`src/rtl/tank_input_pkg.sv`:
```
// tank_input_pkg: shared definitions for the tank cabinet input stage.
//   - lever_n bit positions
//   - coin FSM state encoding
//   - PS/2 scan codes ({extended, code})
//   - key flag record
//   - helpers: ms-to-cycles, counter width, lever pair decode
// Optional feature macro used by the top: TANK_INPUT_AUTOFIRE_EN.
package tank_input_pkg;

    // lever_n = {W_Fw,W_Bk,X_Fw,X_Bk,Y_Fw,Y_Bk,Z_Fw,Z_Bk}
    localparam int LV_W_FW = 7;
    localparam int LV_W_BK = 6;
    localparam int LV_X_FW = 5;
    localparam int LV_X_BK = 4;
    localparam int LV_Y_FW = 3;
    localparam int LV_Y_BK = 2;
    localparam int LV_Z_FW = 1;
    localparam int LV_Z_BK = 0;

    typedef enum logic [1:0] {IDLE, PULSE, HOLDOFF, WAIT_REL} coin_state_e;

    // Scan codes, bit 8 = E0 extended prefix
    localparam logic [8:0] SC_A_UP    = 9'h175;
    localparam logic [8:0] SC_A_DN    = 9'h172;
    localparam logic [8:0] SC_A_LF    = 9'h16B;
    localparam logic [8:0] SC_A_RT    = 9'h174;
    localparam logic [8:0] SC_A_FIRE  = 9'h014;
    localparam logic [8:0] SC_B_UP    = 9'h02D;
    localparam logic [8:0] SC_B_DN    = 9'h02B;
    localparam logic [8:0] SC_B_LF    = 9'h023;
    localparam logic [8:0] SC_B_RT    = 9'h034;
    localparam logic [8:0] SC_B_FIRE  = 9'h01C;
    localparam logic [8:0] SC_START1  = 9'h016;
    localparam logic [8:0] SC_START1B = 9'h005;
    localparam logic [8:0] SC_START2  = 9'h01E;
    localparam logic [8:0] SC_START2B = 9'h006;
    localparam logic [8:0] SC_COIN1   = 9'h02E;
    localparam logic [8:0] SC_COIN1B  = 9'h004;
    localparam logic [8:0] SC_COIN2   = 9'h036;

    typedef struct packed {
        logic a_up;
        logic a_dn;
        logic a_lf;
        logic a_rt;
        logic a_fire;
        logic b_up;
        logic b_dn;
        logic b_lf;
        logic b_rt;
        logic b_fire;
        logic start1;
        logic start2;
        logic coin1;
        logic coin2;
    } key_flags_t;

    // Never returns 0 so a count always lasts at least one cycle.
    function automatic int ms_to_cycles(input int ms, input int clk_hz);
        longint c;
        c = (longint'(ms) * longint'(clk_hz)) / 1000;
        return (c < 1) ? 1 : int'(c);
    endfunction

    function automatic int af_half_cycles(input int clk_hz, input int af_hz);
        int h;
        h = (af_hz < 1) ? clk_hz : clk_hz / (2 * af_hz);
        return (h < 1) ? 1 : h;
    endfunction

    // Bits needed to hold n-1 (counters load n-1 and run down to 0).
    function automatic int cnt_width(input int n);
        return (n < 2) ? 1 : $clog2(n);
    endfunction

    // dir = {U,D,L,R}; result = asserted {Fw1,Bk1,Fw2,Bk2} for one player's
    // lever pair. Anything not in the table (opposing, triples) drives nothing.
    function automatic logic [3:0] lever_pair(input logic [3:0] dir);
        logic [3:0] r;
        case (dir)
            4'b1000: r = 4'b1010;   // U
            4'b0100: r = 4'b0101;   // D
            4'b0001: r = 4'b1001;   // R
            4'b0010: r = 4'b0110;   // L
            4'b1010: r = 4'b0010;   // UL
            4'b1001: r = 4'b1000;   // UR
            4'b0101: r = 4'b0100;   // DR
            4'b0110: r = 4'b0001;   // DL
            default: r = 4'b0000;
        endcase
        return r;
    endfunction

endpackage

```
`src/rtl/tank_input_ctrl_coin.sv`:
```
// tank_coin_pulser: turns a level coin request into one fixed-width
// active-low coin pulse, followed by a forced-high holdoff and a wait for
// release, so a held or bouncing request yields exactly one credit.
// Ports:
//   clk_i     clock
//   rst_ni    async active-low reset (returns to IDLE, coin_n_o high)
//   req_i     merged coin request, active high
//   coin_n_o  shaped coin switch, active low
module tank_coin_pulser
    import tank_input_pkg::*;
#(
    parameter int PULSE_CYC = 600000,
    parameter int HOLD_CYC  = 1200000
) (
    input  logic clk_i,
    input  logic rst_ni,
    input  logic req_i,
    output logic coin_n_o
);

    localparam int MAXC = (PULSE_CYC > HOLD_CYC) ? PULSE_CYC : HOLD_CYC;
    localparam int CW   = cnt_width(MAXC);
    localparam logic [CW-1:0] PULSE_LD = CW'(PULSE_CYC - 1);
    localparam logic [CW-1:0] HOLD_LD  = CW'(HOLD_CYC - 1);

    coin_state_e   state_q, state_d;
    logic [CW-1:0] cnt_q, cnt_d;

    always_ff @(posedge clk_i or negedge rst_ni) begin
        if (!rst_ni) begin
            state_q <= IDLE;
            cnt_q   <= '0;
        end else begin
            state_q <= state_d;
            cnt_q   <= cnt_d;
        end
    end

    always_comb begin
        state_d = state_q;
        // Down-count saturates at 0; loads below override it.
        cnt_d   = (cnt_q != '0) ? cnt_q - CW'(1) : cnt_q;
        case (state_q)
            IDLE: begin
                if (req_i) begin
                    state_d = PULSE;
                    cnt_d   = PULSE_LD;
                end
            end
            PULSE: begin
                if (cnt_q == '0) begin
                    state_d = HOLDOFF;
                    cnt_d   = HOLD_LD;
                end
            end
            HOLDOFF: begin
                if (cnt_q == '0) state_d = WAIT_REL;
            end
            WAIT_REL: begin
                // A fresh request in the release cycle is picked up by IDLE.
                if (!req_i) state_d = IDLE;
            end
            default: state_d = IDLE;
        endcase
    end

    always_comb begin
        coin_n_o = (state_q != PULSE);
    end

endmodule

```
`src/rtl/tank_input_ctrl.sv`:
```
// tank_input_ctrl: input conditioning ahead of the ultra_tank core.
// Merges PS/2 key events and two joysticks into active-low dual-lever tank
// controls, start lines, fire lines and shaped coin pulses.
// Ports:
//   clk_sys   system clock (12 MHz in the cabinet)
//   Reset_n   async active-low reset
//   ps2_key   [10] event toggle, [9] pressed, [8:0] extended scan code
//   joy1/joy2 [0]R [1]L [2]D [3]U [4]fire [5]start1 [6]start2 [7]coin
//   lever_n   {W_Fw,W_Bk,X_Fw,X_Bk,Y_Fw,Y_Bk,Z_Fw,Z_Bk}, active low
//   fire_a/b  fire, active high
//   start1_n/start2_n, coin1_n/coin2_n  active low
// Build option: define TANK_INPUT_AUTOFIRE_EN to make held fire toggle at
// AUTOFIRE_HZ instead of following the request level.
module tank_input_ctrl
    import tank_input_pkg::*;
#(
    parameter int CLK_HZ          = 12000000,
    parameter int COIN_PULSE_MS   = 50,
    parameter int COIN_HOLDOFF_MS = 100,
    parameter int AUTOFIRE_HZ     = 8
) (
    input  logic        clk_sys,
    input  logic        Reset_n,
    input  logic [10:0] ps2_key,
    input  logic [15:0] joy1,
    input  logic [15:0] joy2,
    output logic [7:0]  lever_n,
    output logic        fire_a,
    output logic        fire_b,
    output logic        start1_n,
    output logic        start2_n,
    output logic        coin1_n,
    output logic        coin2_n
);

    localparam int COIN_PULSE_CYC = ms_to_cycles(COIN_PULSE_MS, CLK_HZ);
    localparam int COIN_HOLD_CYC  = ms_to_cycles(COIN_HOLDOFF_MS, CLK_HZ);

    // ---------------- key event latch ----------------
    logic       tog_q;
    key_flags_t keys_q, keys_d;

    always_ff @(posedge clk_sys or negedge Reset_n) begin
        if (!Reset_n) begin
            tog_q  <= 1'b0;
            keys_q <= '0;
        end else begin
            tog_q  <= ps2_key[10];
            keys_q <= keys_d;
        end
    end

    // A change of the toggle bit against its last registered value marks a
    // new event; the pressed bit then becomes the key's level.
    always_comb begin
        keys_d = keys_q;
        if (ps2_key[10] != tog_q) begin
            case (ps2_key[8:0])
                SC_A_UP:               keys_d.a_up   = ps2_key[9];
                SC_A_DN:               keys_d.a_dn   = ps2_key[9];
                SC_A_LF:               keys_d.a_lf   = ps2_key[9];
                SC_A_RT:               keys_d.a_rt   = ps2_key[9];
                SC_A_FIRE:             keys_d.a_fire = ps2_key[9];
                SC_B_UP:               keys_d.b_up   = ps2_key[9];
                SC_B_DN:               keys_d.b_dn   = ps2_key[9];
                SC_B_LF:               keys_d.b_lf   = ps2_key[9];
                SC_B_RT:               keys_d.b_rt   = ps2_key[9];
                SC_B_FIRE:             keys_d.b_fire = ps2_key[9];
                SC_START1, SC_START1B: keys_d.start1 = ps2_key[9];
                SC_START2, SC_START2B: keys_d.start2 = ps2_key[9];
                SC_COIN1, SC_COIN1B:   keys_d.coin1  = ps2_key[9];
                SC_COIN2:              keys_d.coin2  = ps2_key[9];
                default: ;
            endcase
        end
    end

    // ---------------- merge ----------------
    logic [3:0] dir_a, dir_b;   // {U,D,L,R}
    logic [1:0] fire_req, start_req, coin_req;
    logic       joy_coin;

    assign dir_a = {keys_q.a_up | joy1[3], keys_q.a_dn | joy1[2],
                    keys_q.a_lf | joy1[1], keys_q.a_rt | joy1[0]};
    assign dir_b = {keys_q.b_up | joy2[3], keys_q.b_dn | joy2[2],
                    keys_q.b_lf | joy2[1], keys_q.b_rt | joy2[0]};

    assign fire_req  = {keys_q.b_fire | joy2[4], keys_q.a_fire | joy1[4]};
    assign start_req = {keys_q.start2 | joy1[6] | joy2[6],
                        keys_q.start1 | joy1[5] | joy2[5]};
    // Joystick coin buttons from either pad feed both mechs.
    assign joy_coin  = joy1[7] | joy2[7];
    assign coin_req  = {keys_q.coin2 | joy_coin, keys_q.coin1 | joy_coin};

    logic unused_joy;
    assign unused_joy = ^{joy1[15:8], joy2[15:8]};

    // ---------------- registered levers / starts ----------------
    logic [7:0] lever_q, lever_d;
    logic [1:0] start_n_q;

    assign lever_d = ~{lever_pair(dir_a), lever_pair(dir_b)};

    always_ff @(posedge clk_sys or negedge Reset_n) begin
        if (!Reset_n) begin
            lever_q   <= '1;
            start_n_q <= 2'b11;
        end else begin
            lever_q   <= lever_d;
            start_n_q <= ~start_req;
        end
    end

    assign lever_n  = lever_q;
    assign start1_n = start_n_q[0];
    assign start2_n = start_n_q[1];

    // ---------------- fire ----------------
    logic [1:0] fire_q;

`ifdef TANK_INPUT_AUTOFIRE_EN
    localparam int AF_HALF = af_half_cycles(CLK_HZ, AUTOFIRE_HZ);
    localparam int AFW     = cnt_width(AF_HALF);
    localparam logic [AFW-1:0] AF_LAST = AFW'(AF_HALF - 1);

    logic [1:0][AFW-1:0] af_cnt_q, af_cnt_d;
    logic [1:0]          af_ph_q, af_ph_d, fire_d;

    // Phase 0 drives fire high, so the first held cycle fires; release
    // clears both phase and counter so every hold restarts identically.
    always_comb begin
        af_cnt_d = af_cnt_q;
        af_ph_d  = af_ph_q;
        fire_d   = '0;
        for (int p = 0; p < 2; p++) begin
            if (!fire_req[p]) begin
                af_cnt_d[p] = '0;
                af_ph_d[p]  = 1'b0;
                fire_d[p]   = 1'b0;
            end else begin
                fire_d[p] = ~af_ph_q[p];
                if (af_cnt_q[p] == AF_LAST) begin
                    af_cnt_d[p] = '0;
                    af_ph_d[p]  = ~af_ph_q[p];
                end else begin
                    af_cnt_d[p] = af_cnt_q[p] + AFW'(1);
                end
            end
        end
    end

    always_ff @(posedge clk_sys or negedge Reset_n) begin
        if (!Reset_n) begin
            af_cnt_q <= '0;
            af_ph_q  <= '0;
            fire_q   <= '0;
        end else begin
            af_cnt_q <= af_cnt_d;
            af_ph_q  <= af_ph_d;
            fire_q   <= fire_d;
        end
    end
`else
    always_ff @(posedge clk_sys or negedge Reset_n) begin
        if (!Reset_n) fire_q <= '0;
        else          fire_q <= fire_req;
    end

    logic unused_af;
    assign unused_af = (AUTOFIRE_HZ != 0);
`endif

    assign fire_a = fire_q[0];
    assign fire_b = fire_q[1];

    // ---------------- coin shaping ----------------
    logic [1:0] coin_n;

    for (genvar i = 0; i < 2; i++) begin : g_coin
        tank_coin_pulser #(
            .PULSE_CYC(COIN_PULSE_CYC),
            .HOLD_CYC (COIN_HOLD_CYC)
        ) u_pulser (
            .clk_i   (clk_sys),
            .rst_ni  (Reset_n),
            .req_i   (coin_req[i]),
            .coin_n_o(coin_n[i])
        );
    end

    assign coin1_n = coin_n[0];
    assign coin2_n = coin_n[1];

endmodule

```
`config.mk`:
```
export PLATFORM = sky130hd
export DESIGN_NAME = tank_input_ctrl
export DESIGN_NICKNAME = d
export VERILOG_FILES = /design/src/rtl/tank_input_pkg.sv /design/src/rtl/tank_input_ctrl_coin.sv /design/src/rtl/tank_input_ctrl.sv
export SDC_FILE = /design/constraint.sdc
export NUM_CORES = 1
export LEC_CHECK = 0
export CORE_UTILIZATION = 59
export CTS_BUF_LIST = sky130_fd_sc_hd__clkbuf_16
export DETAILED_ROUTE_END_ITERATION = 16
export GPL_TIMING_DRIVEN = 0
export PLACE_DENSITY_LB_ADDON = 0.15
export SYNTH_ARGS = -nofsm -noshare
export SYNTH_HDL_FRONTEND = slang
export SYNTH_SLANG_ARGS = --single-unit
```
`constraint.sdc`:
```
create_clock -name clk_sys -period 4.4 [get_ports clk_sys]
set_input_delay 0.88 -clock clk_sys [delete_from_list [all_inputs] [get_ports clk_sys]]
set_output_delay 0.88 -clock clk_sys [all_outputs]
set_load 0.005 [all_outputs]
```
==> impl_metrics.py <==
metrics = {
    "worst_setup_path": {
        "cp.required_ns": 3.52,
        "crit_fanout": 10,
        "endpoint_kind": "output pin",
        "path_common_cell": "inv_1",
        "crit_path_top_delay_cell": "clkdlybuf4s50_1",
        "crit_arrival_ns": 2.18,
        "start_kind": "flip-flop",
        "cpLargestDelayFamily": "buffers and inverters",
        "worst_path_largest_cell_delay_ns": 0.49,
        "path_buf_inv": 4,
        "worstPathCellList": "inv_1 -> ha_1 -> clkbuf_1 -> inv_1 -> clkdlybuf4s50_1",
        "crit_type": "reg2out",
    },
    "power_and_ir_drop": {
        "p_sw_mw": 0.494,
        "clkPwrFrac_pct": 39.3,
        "leakage_nw": 1.90,
        "irDropWorstVdd_v": 0.000284,
        "p_seq_share_pct": 42.3,
        "power_mw": 1.79,
        "combPwrFrac_pct": 18.5,
        "p_sw_share_pct": 27.6,
        "powerDensity_mw_per_mm2": 370,
        "intPower_mw": 1.30,
    },
    "final_layout": {
        "layout_common_cells": "dfrtp_1 (63), nand2_1 (40), nor2_1 (40)",
        "antennaDiodeCount": 0,
        "utilization_pct": 74.6,
        "final_net_count": 541,
        "fin_area_sq_mm": 0.00484,
        "drive_above_1_share_pct": 10.5,
        "syn2layout_area_growth_pct": 19.3,
        "final_common_cell": "dfrtp_1",
    },
    "logic_synthesis": {
        "synth_adder_area_share_pct": 4.00,
        "ys_seq_elements": 73,
        "synth_top_family_by_area": "simple AND/OR/NAND/NOR gates",
        "syn-mean-instance-area_sq_um": 9.40,
        "synth.cell_area_sq_mm": 0.00406,
        "yosys.area_share.simple_pct": 27.4,
        "synthXorXnorAreaFrac_pct": 3.45,
        "synthMuxAreaShare_pct": 4.16,
        "syn_inst": 432,
        "syn_nets": 490,
        "synth-edff-count": 0,
        "synth-compound-area-share_pct": 12.6,
        "synth_top_area_cell": "dfrtp_1",
        "ys_types": 59,
        "synth_top_area_share_pct": 38.8,
        "ys.flop_type": "dfrtp_1",
        "ys_seq_area_share_pct": 45.3,
        "yosys_warnings": 0,
        "ys_async_sr_fraction_pct": 100,
        "yosys-top-cells-area": "dfrtp_1 (39%), dfstp_2 (6.5%), ha_1 (4.0%)",
    },
    "floorplan": {
        "die_y_microns": 85.0,
        "dieArea_sq_mm": 0.00722,
        "die_w_microns": 85.0,
        "initial_core_util_pct": 62.5,
        "core_area_sq_mm": 0.00649,
        "rows": 29,
        "io_pins": 59,
    },
    "drt": {
        "wl_per_cell_microns": 15.7,
        "vias": 3522,
        "firstDrtPassIters": 4,
        "avgViaCountPerCell": 6.23,
        "routed_wl_microns": 8880,
        "drcViolationCount": 0,
        "antenna_left": 0,
        "drtIter0Drc": 267,
    },
    "global_routing": {
        "grtUsageTotal_pct": 27.6,
        "grt_max_degree": 74,
        "antenna_found_initial": 0,
        "overflow": 0,
        "grt_pass1_vias": 3486,
        "grt_pass1_wl_microns": 15800,
    },
    "job": {
        "max_cap_violations": 0,
    },
    "cts": {
        "root_buffer": "clkbuf_16",
        "path_clk_slew_ns": 0.06,
        "cts_buffer_depth": 2,
        "clk_latency_ns": 0.33,
        "cts_buffers": 9,
        "cts_tree": "built",
        "cts_setup_buffers": 0,
        "hold_buffers": 0,
        "ctsResizeCount": 0,
        "cts_htree_levels": 3,
        "cts.sink_count": 73,
    },
    "sta": {
        "finClkSkew_ns": 0.00802,
        "max_slew_margin_pct": 40.1,
        "setup_violations": 0,
        "fin_crit_ns": 3.06,
        "worst_pin_slew_ns": 0.898,
        "max_freq_ghz": 0.327,
        "period_share_pct": 69.6,
        "rsz0062_at_grt": "no",
        "finalHoldViolCount": 0,
        "slew_viol_final": 0,
        "fin_setup_tns_ns": 0,
        "layout_setup_ws_ns": 1.34,
    },
    "placed_design": {
        "placed_cell_area_sq_mm": 0.00456,
        "port_buffers": 40,
        "routabilityCongestion": 0.889,
        "dpl_worst_slack_ns": 1.25,
        "dp_hpwl_microns": 6170,
    },
    "min_path": {
        "hold_path.class": "reg2reg",
    },
    "outcome": {
        "outcome": "completed",
    },
}
[power groups by stage]
stage	Clock, mW	Sequential, mW	Combinational, mW
global route	0.742	0.763	0.376
floorplan	0	0.761	0.210
global placement	0	0.766	0.311
finish	0.704	0.758	0.331
detailed placement	0	0.769	0.330
CTS	0.710	0.757	0.333
[cell families (layout without fill, tap and decap cells)]
logic type / after synthesis / after routing
AOI/OAI and AO/OA: 80 / 80
buffers and inverters: 31 / 87
xor gates and xnor gates: 16 / 16
DFF: 73 / 73
muxes: 15 / 15
and+or+nand+nor: 204 / 204
adders and majority gates: 13 / 13
[worst register-to-register path, delay by kind of cell (launching register included)]
| kind | cells | cell delay (ns) |
|---|---|---|
| AND/OR/NAND/NOR | 3 | 1.02 |
| flip-flops | 1 | 0.41 |
| adder cells (fa/ha/maj) | 2 | 0.47 |
| buffers and inverters | 4 | 0.55 |
| AO/OA/AOI/OAI | 2 | 0.31 |
[final timing paths]
| path | cells past startpoint | slack, ns | startpoint | to |
|---|---|---|---|---|
| max | 5 | 1.34 | g_coin[1].u_pulser.state_q[1] | coin2_n |
| min | 1 | 0.41 | keys_q[2] | start_n_q[1] |
| max reg2reg | 11 | 1.52 | g_coin[1].u_pulser.cnt_q[0] | g_coin[1].u_pulser.cnt_q[0] |
| min reg2reg | 1 | 0.41 | keys_q[2] | start_n_q[1] |
| max in group asynchronous | 1 | 3.13 | Reset_n | g_coin[0].u_pulser.cnt_q[6] |
| min in group asynchronous | 1 | 0.66 | Reset_n | g_coin[1].u_pulser.cnt_q[13] |
[through the flow]
step	hold WS, ns	cells
finish	0.412	565
global route	0.425	565
CTS	0.413	565
detailed placement	0.395	549
global placement	0.389	549
floorplan	0.366	432
[routing by layer]
layer | share of wire, % | global-route usage (%) | up-vias
met5 | 0 | 0 | -
met4 | 2.4 | 13.6 | 0
met3 | 6.2 | 5.35 | 21
met2 | 49 | 45.4 | 139
met1 | 43 | 35.0 | 1675
li1 | - | - | 1687
[state kept, by name, summed over array words and instances (netlist names)]
signal                   count
g_coin.u_pulser.cnt_q       42
fire_q                       2
start_n_q                    2
lever_n                      8
keys_q                      14
g_coin.u_pulser.state_q      4
tog_q                        1
[final cells by class]
class	instances	area, sq um
fillers	459	1650
repair buffers	40	398
clock buffers	9	225
flip-flops and latches	73	1840
plain buffers	16	68.8
well taps	77	96.3
inverters	15	56.3
multi-input cells	328	2100
clock inverters	7	63.8
[cell usage after synthesis (4+ instances only)]
| cell type | count |
|---|---|
| ha_1 | 13 |
| nand2_1 | 40 |
| a31oi_1 | 4 |
| xor2_1 | 6 |
| dfrtp_1 | 63 |
| nor2_1 | 40 |
| nand3_1 | 12 |
| clkbuf_1 | 14 |
| dfstp_2 | 10 |
| nor3b_1 | 4 |
| or4_1 | 7 |
| o211ai_1 | 5 |
| nor2b_1 | 5 |
| a211oi_1 | 6 |
| nand2b_1 | 5 |
| inv_1 | 13 |
| nor4_1 | 14 |
| or3_1 | 6 |
| a21oi_1 | 21 |
| nor3_1 | 31 |
| or2_2 | 4 |
| mux2_2 | 14 |
| o21ai_0 | 19 |
| xnor2_1 | 10 |
| nand4_1 | 6 |
| and3_1 | 6 |
No activity file was read; power rests on OpenSTA's default activity.
